===== config.mk =====
export PLATFORM = sky130hd
export DESIGN_NAME = alu_op_sequencer
export DESIGN_NICKNAME = d
export VERILOG_FILES = /design/src/rtl/alu_pkg.sv /design/src/rtl/alu_result_fifo.sv /design/src/rtl/alu_op_sequencer.sv
export SDC_FILE = /design/constraint.sdc
export NUM_CORES = 1
export LEC_CHECK = 0
export CORE_UTILIZATION = 35
export DETAILED_ROUTE_END_ITERATION = 16
export GPL_ROUTABILITY_DRIVEN = 0
export GPL_TIMING_DRIVEN = 0
export PLACE_DENSITY = 0.6
export SYNTH_ARGS = -nofsm -noshare
export SYNTH_HDL_FRONTEND = slang
export SYNTH_HIERARCHICAL = 1
export SYNTH_SLANG_ARGS = --single-unit

===== constraint.sdc =====
create_clock -name clk -period 2.63 [get_ports clk]
set_input_delay 0.3945 -clock clk [delete_from_list [all_inputs] [get_ports clk]]
set_output_delay 0.3945 -clock clk [all_outputs]
set_load 0.05 [all_outputs]

===== src/rtl/alu_pkg.sv =====
// Shared widths, opcodes and sequencer state type for the 3-bit arithmetic unit front-end.
package alu_pkg;

    localparam int OPW  = 3;
    localparam int SELW = 2;
    localparam int RESW = 6;

    localparam logic [SELW-1:0] ALU_ADD = 2'b00;
    localparam logic [SELW-1:0] ALU_SUB = 2'b01;
    localparam logic [SELW-1:0] ALU_MUL = 2'b10;
    localparam logic [SELW-1:0] ALU_DIV = 2'b11;

    localparam logic [RESW-1:0] DIV0_RESULT = 6'h3F;

    typedef enum logic {
        IDLE = 1'b0,
        WAIT = 1'b1
    } seq_state_t;

endpackage


===== src/rtl/alu_result_fifo.sv =====
// Result FIFO of {err, data} entries with a registered head for zero-latency reads.
module alu_result_fifo #(
    parameter int DEPTH = 4
) (
    input  logic                         clk,
    input  logic                         rst_n,
    input  logic                         i_push,
    input  logic [6:0]                   i_din,
    input  logic                         i_pop,
    output logic [6:0]                   o_head,
    output logic                         o_valid,
    output logic [$clog2(DEPTH+1)-1:0]   o_count
);

    localparam int PW   = $clog2(DEPTH);
    localparam int CNTW = $clog2(DEPTH+1);
    localparam logic [CNTW-1:0] FULL_CNT = CNTW'(DEPTH);

    logic [6:0]      r_mem [DEPTH];
    logic [PW-1:0]   r_wr;
    logic [PW-1:0]   r_rd;
    logic [CNTW-1:0] r_count;
    logic [6:0]      r_head;

    logic            w_pop;
    logic            w_push;
    logic [PW-1:0]   w_rd_nxt;

    assign w_pop    = i_pop && (r_count != '0);
    assign w_push   = i_push && ((r_count != FULL_CNT) || w_pop);
    assign w_rd_nxt = r_rd + PW'(1);

    always_ff @(posedge clk) begin
        if (w_push) begin
            r_mem[r_wr] <= i_din;
        end
    end

    // Head is refreshed only when the visible entry changes, so it holds its last value when empty.
    always_ff @(posedge clk) begin
        if (!rst_n) begin
            r_wr    <= '0;
            r_rd    <= '0;
            r_count <= '0;
            r_head  <= '0;
        end else begin
            if (w_push) begin
                r_wr <= r_wr + PW'(1);
            end
            if (w_pop) begin
                r_rd <= w_rd_nxt;
            end
            if (w_push && !w_pop) begin
                r_count <= r_count + CNTW'(1);
            end else if (w_pop && !w_push) begin
                r_count <= r_count - CNTW'(1);
            end
            if (w_pop && (r_count > CNTW'(1))) begin
                r_head <= r_mem[w_rd_nxt];
            end else if (w_push && ((r_count == '0) || (w_pop && (r_count == CNTW'(1))))) begin
                r_head <= i_din;
            end
        end
    end

    assign o_head  = r_head;
    assign o_valid = (r_count != '0);
    assign o_count = r_count;

endmodule


===== src/rtl/alu_op_sequencer.sv =====
// Command front-end: latches operands, waits SETTLE cycles, then buffers the arithmetic result.
module alu_op_sequencer
    import alu_pkg::*;
#(
    parameter int DEPTH  = 4,
    parameter int SETTLE = 1
) (
    input  logic                         clk,
    input  logic                         rst_n,
    input  logic [7:0]                   cmd_byte,
    input  logic                         cmd_valid,
    output logic                         cmd_ready,
    output logic [OPW-1:0]               op_a,
    output logic [OPW-1:0]               op_b,
    output logic [SELW-1:0]              op_sel,
    input  logic [RESW-1:0]              alu_result,
    output logic [RESW-1:0]              res_data,
    output logic                         res_err,
    output logic                         res_valid,
    input  logic                         res_ready,
    output logic [$clog2(DEPTH+1)-1:0]   res_count
);

    localparam int CNTW = $clog2(DEPTH+1);
    localparam int CW   = (SETTLE > 1) ? $clog2(SETTLE) : 1;
    localparam logic [CNTW-1:0] FULL_CNT = CNTW'(DEPTH);
    localparam logic [CW-1:0]   CNT_LOAD = CW'(SETTLE - 1);

    seq_state_t      r_state;
    seq_state_t      w_state_nxt;
    logic [CW-1:0]   r_cnt;
    logic [CW-1:0]   w_cnt_nxt;
    logic [OPW-1:0]  r_op_a;
    logic [OPW-1:0]  r_op_b;
    logic [SELW-1:0] r_op_sel;
    logic            w_room;
    logic            w_accept;
    logic            w_push;
    logic            w_err;
    logic [RESW-1:0] w_data;
    logic [6:0]      w_head;

    assign w_room = (res_count < FULL_CNT);

    always_comb begin
        w_state_nxt = r_state;
        w_cnt_nxt   = r_cnt;
        cmd_ready   = 1'b0;
        w_accept    = 1'b0;
        w_push      = 1'b0;
        unique case (r_state)
            IDLE: begin
                cmd_ready = w_room;
                if (cmd_valid && w_room) begin
                    w_accept    = 1'b1;
                    w_cnt_nxt   = CNT_LOAD;
                    w_state_nxt = WAIT;
                end
            end
            WAIT: begin
                if (r_cnt == '0) begin
                    w_push      = 1'b1;
                    w_state_nxt = IDLE;
                end else begin
                    w_cnt_nxt = r_cnt - CW'(1);
                end
            end
            default: w_state_nxt = IDLE;
        endcase
    end

    always_ff @(posedge clk) begin
        if (!rst_n) begin
            r_state  <= IDLE;
            r_cnt    <= '0;
            r_op_a   <= '0;
            r_op_b   <= '0;
            r_op_sel <= '0;
        end else begin
            r_state <= w_state_nxt;
            r_cnt   <= w_cnt_nxt;
            if (w_accept) begin
                r_op_a   <= cmd_byte[2:0];
                r_op_b   <= cmd_byte[5:3];
                r_op_sel <= cmd_byte[7:6];
            end
        end
    end

    // Divide by zero overrides whatever the arithmetic unit returns.
    assign w_err  = (r_op_sel == ALU_DIV) && (r_op_b == '0);
    assign w_data = w_err ? DIV0_RESULT : alu_result;

    alu_result_fifo #(
        .DEPTH (DEPTH)
    ) u_fifo (
        .clk     (clk),
        .rst_n   (rst_n),
        .i_push  (w_push),
        .i_din   ({w_err, w_data}),
        .i_pop   (res_ready),
        .o_head  (w_head),
        .o_valid (res_valid),
        .o_count (res_count)
    );

    assign op_a     = r_op_a;
    assign op_b     = r_op_b;
    assign op_sel   = r_op_sel;
    assign res_data = w_head[5:0];
    assign res_err  = w_head[6];

endmodule

==> results.cfg <==
[layout]
diodes = 0
multi_input_area_um2 = 832
syn_to_final_growth_pct = 25.6
post-route-util_pct = 46.6
fin_nets = 239
regArea_um2 = 1300
drive_gt1_share_pct = 11.7
nFillCells = 583

[setup_path]
worstSetupPathType = flip-flop to primary output
worst_ep_arrival_time_ps = 2030
r2r_cells = 7
cp_data_required_time_ps = 2240
start_kind = flip-flop
crit_path_max_fanout = 5
end_kind = primary output

[routing]
routedWlPerCell_um = 14.2
wirelength_um = 4090
drc = 0
first_pass_iters = 4
drtAntennaViolNets = 0
avgViaCountPerCell = 4.72
drt_iter0_markers = 57
vias = 1360

[clock_tree]
cts_max_level = 2
cts-root-buf = clkbuf_8
hold_buffers = 0
ctsResizeCount = 0
cts_tree = done
clockBufferDepth = 2
post_cts_buffers = 0
clk_transition_reported_paths_ps = 90
cts_buffers = 5
clk_latency_ps = 290
cts_sinks = 51

[timing]
worst_pin_slew_ps = 768
grt_setup_unrepaired = false
finalSetupTns_ps = 0
period_share_pct = 92.1
min_period_ps = 2420
holdWs_ps = 466
setup_violations = 0
hold_viol = 0
relSlewSlack_pct = 48.6
finClkSkew_ps = 5.65
slew_violations = 0
fmax_mhz = 413

[global_routing]
grt_pass1_wl_um = 6430
grt_pass1_vias = 1310
grt.overflow.total = 0
antenna_found_initial = 0
grt_max_degree = 16
grt_usage_pct = 13.3

[outcome]
outcome = complete, no violations

[pwr]
p_sw_w = 0.00101
switching_share_pct = 37.3
p_clk_share_pct = 19.0
pwr-share-seq_pct = 38.4
p_int_w = 0.00171
peakVddDrop_uv = 424
cellPowerDensity_nw_per_um2 = 969
power_frac_comb_pct = 42.6
leakagePower_nw = 0.991

[synthesis]
ys_warn_count = 6
synth_edf_count = 28
async_flop_share_pct = 0
synth_flop_cell = edfxtp_1
synth_area_um2 = 2240
synthesis.nets = 195
synthCells = 168
avgSynthCellArea_um2 = 13.3
synth.distinct_cells = 29
seq_area_frac_synth_pct = 58.2
ys_seq_elements = 51

[worst_hold_path]
hold_depth = 2
hp-class = flip-flop to flip-flop

[floorplanning]
die_area_um2 = 6710
coreArea_um2 = 6030
io_pins = 38
initial_core_util_pct = 37.1
num_rows = 28
dieWidth_um = 81.9
fp.dieH_um = 81.9

[placed_design]
portBuffers = 37
place_hpwl_um = 2770

[run]
cap_violations = 0
==> metal layers <==
metal  wire, µm  GRT usage, %  vias to the layer above
li1           -             -                      680
met1       1920          17.8                      637
met5          0             0                        -
met3        267          3.78                        3
met2       1890          21.2                       40
met4         14          3.16                        0
==> layout by cell type (no fill, tap or decap), types with 2 or more instances in the layout <==
master and n:
nor3b_2 2, mux2i_1 17, o22ai_1 7, o21ai_0 3, nor2_1 2, inv_1 4
ha_1 9, clkinv_1 8, nor2b_1 2, o21bai_1 6, buf_6 2, clkdlybuf4s50_1 37
xnor2_1 4, mux4_2 7, nand2_1 20, buf_4 4, dfxtp_1 23, and2_1 10
clkbuf_8 5, edfxtp_1 28
==> worst paths after layout <==
kind,slack [ps],startpoint,endpoint
max,210,u_fifo/o_count[0],res_valid
min,470,op_a[0],op_a[0]
max reg2reg,660,u_fifo/o_count[0],u_fifo/o_count[2]
min reg2reg,470,op_a[0],op_a[0]
==> synth_stat cells (2+ instances only) <==
cell type  number  area share [%]
buf_4           4             1.3
o22ai_1         7             2.0
xnor2_1         4             1.6
ha_1            9             5.0
buf_6           2             1.0
dfxtp_1        23              21
nor3b_2         2             1.1
nand2_1        20             3.4
and2_1         10             2.8
nor2b_1         2            0.56
inv_1           4            0.67
edfxtp_1       28              38
o21ai_0         3            0.67
nor2_1          2            0.34
clkinv_1        7             1.2
mux2i_1        17             7.6
o21bai_1        6             2.0
mux4_2          7             7.1
==> power by group through the flow <==
| stage | sequential (W) | combinational, W | clock [W] |
|---|---|---|---|
| 6_report | 0.00104 | 0.00116 | 0.000517 |
| 5_1_grt | 0.00106 | 0.00125 | 0.000571 |
| 4_1_cts | 0.00105 | 0.00118 | 0.000537 |
| 3_5_place_dp | 0.00106 | 0.00117 | 0 |
| 3_3_place_gp | 0.00106 | 0.00117 | 0 |
| 2_1_floorplan | 0.00130 | 0.000594 | 0 |
==> sequential cells by signal, summed over array words and instances (netlist names) <==
register and count:
u_fifo/o_head 7, op_b 3, op_a 3, u_fifo/r_wr 2
u_fifo/r_rd 2, u_fifo/r_mem 28, u_fifo/o_count 3, r_state 1
op_sel 2
==> cells by family after synthesis <==
family	Yosys count	share of synthesized area [%]
buffers and inverters	19	4.59
muxes	24	14.7
AOI/OAI and AO/OA	20	6.10
adders and majority gates	9	5.04
xor gates and xnor gates	5	1.96
and+or+nand+nor	40	9.46
DFF	51	58.2
==> worst max-delay path, cell delays in order, from the launching register on <==
cell and delay [ps]:
dfxtp_1 440, inv_1 90, ha_1 260, nand2b_1 130, clkdlybuf4s50_1 810
==> through the flow <==
step	area (µm²)	total power, W	cells	setup slack (ps)
floorplan	2240	0.00190	168	83.7
global placement	2700	0.00223	280	494
detailed placement	2700	0.00223	280	477
CTS	2810	0.00276	288	187
global route	2810	0.00288	288	111
finish	2810	0.00272	288	208
==> final cells by class <==
type | instances | area share, %
Buffer | 8 | 2.18
Clock buffer | 5 | 2.45
Multi-Input combinational cell | 98 | 29.6
Tap cell | 75 | 3.34
Clock inverter | 3 | 1.38
Inverter | 11 | 1.47
Timing Repair Buffer | 37 | 13.2
Sequential cell | 51 | 46.3
Note: power is estimated with default switching activity, not from simulation.
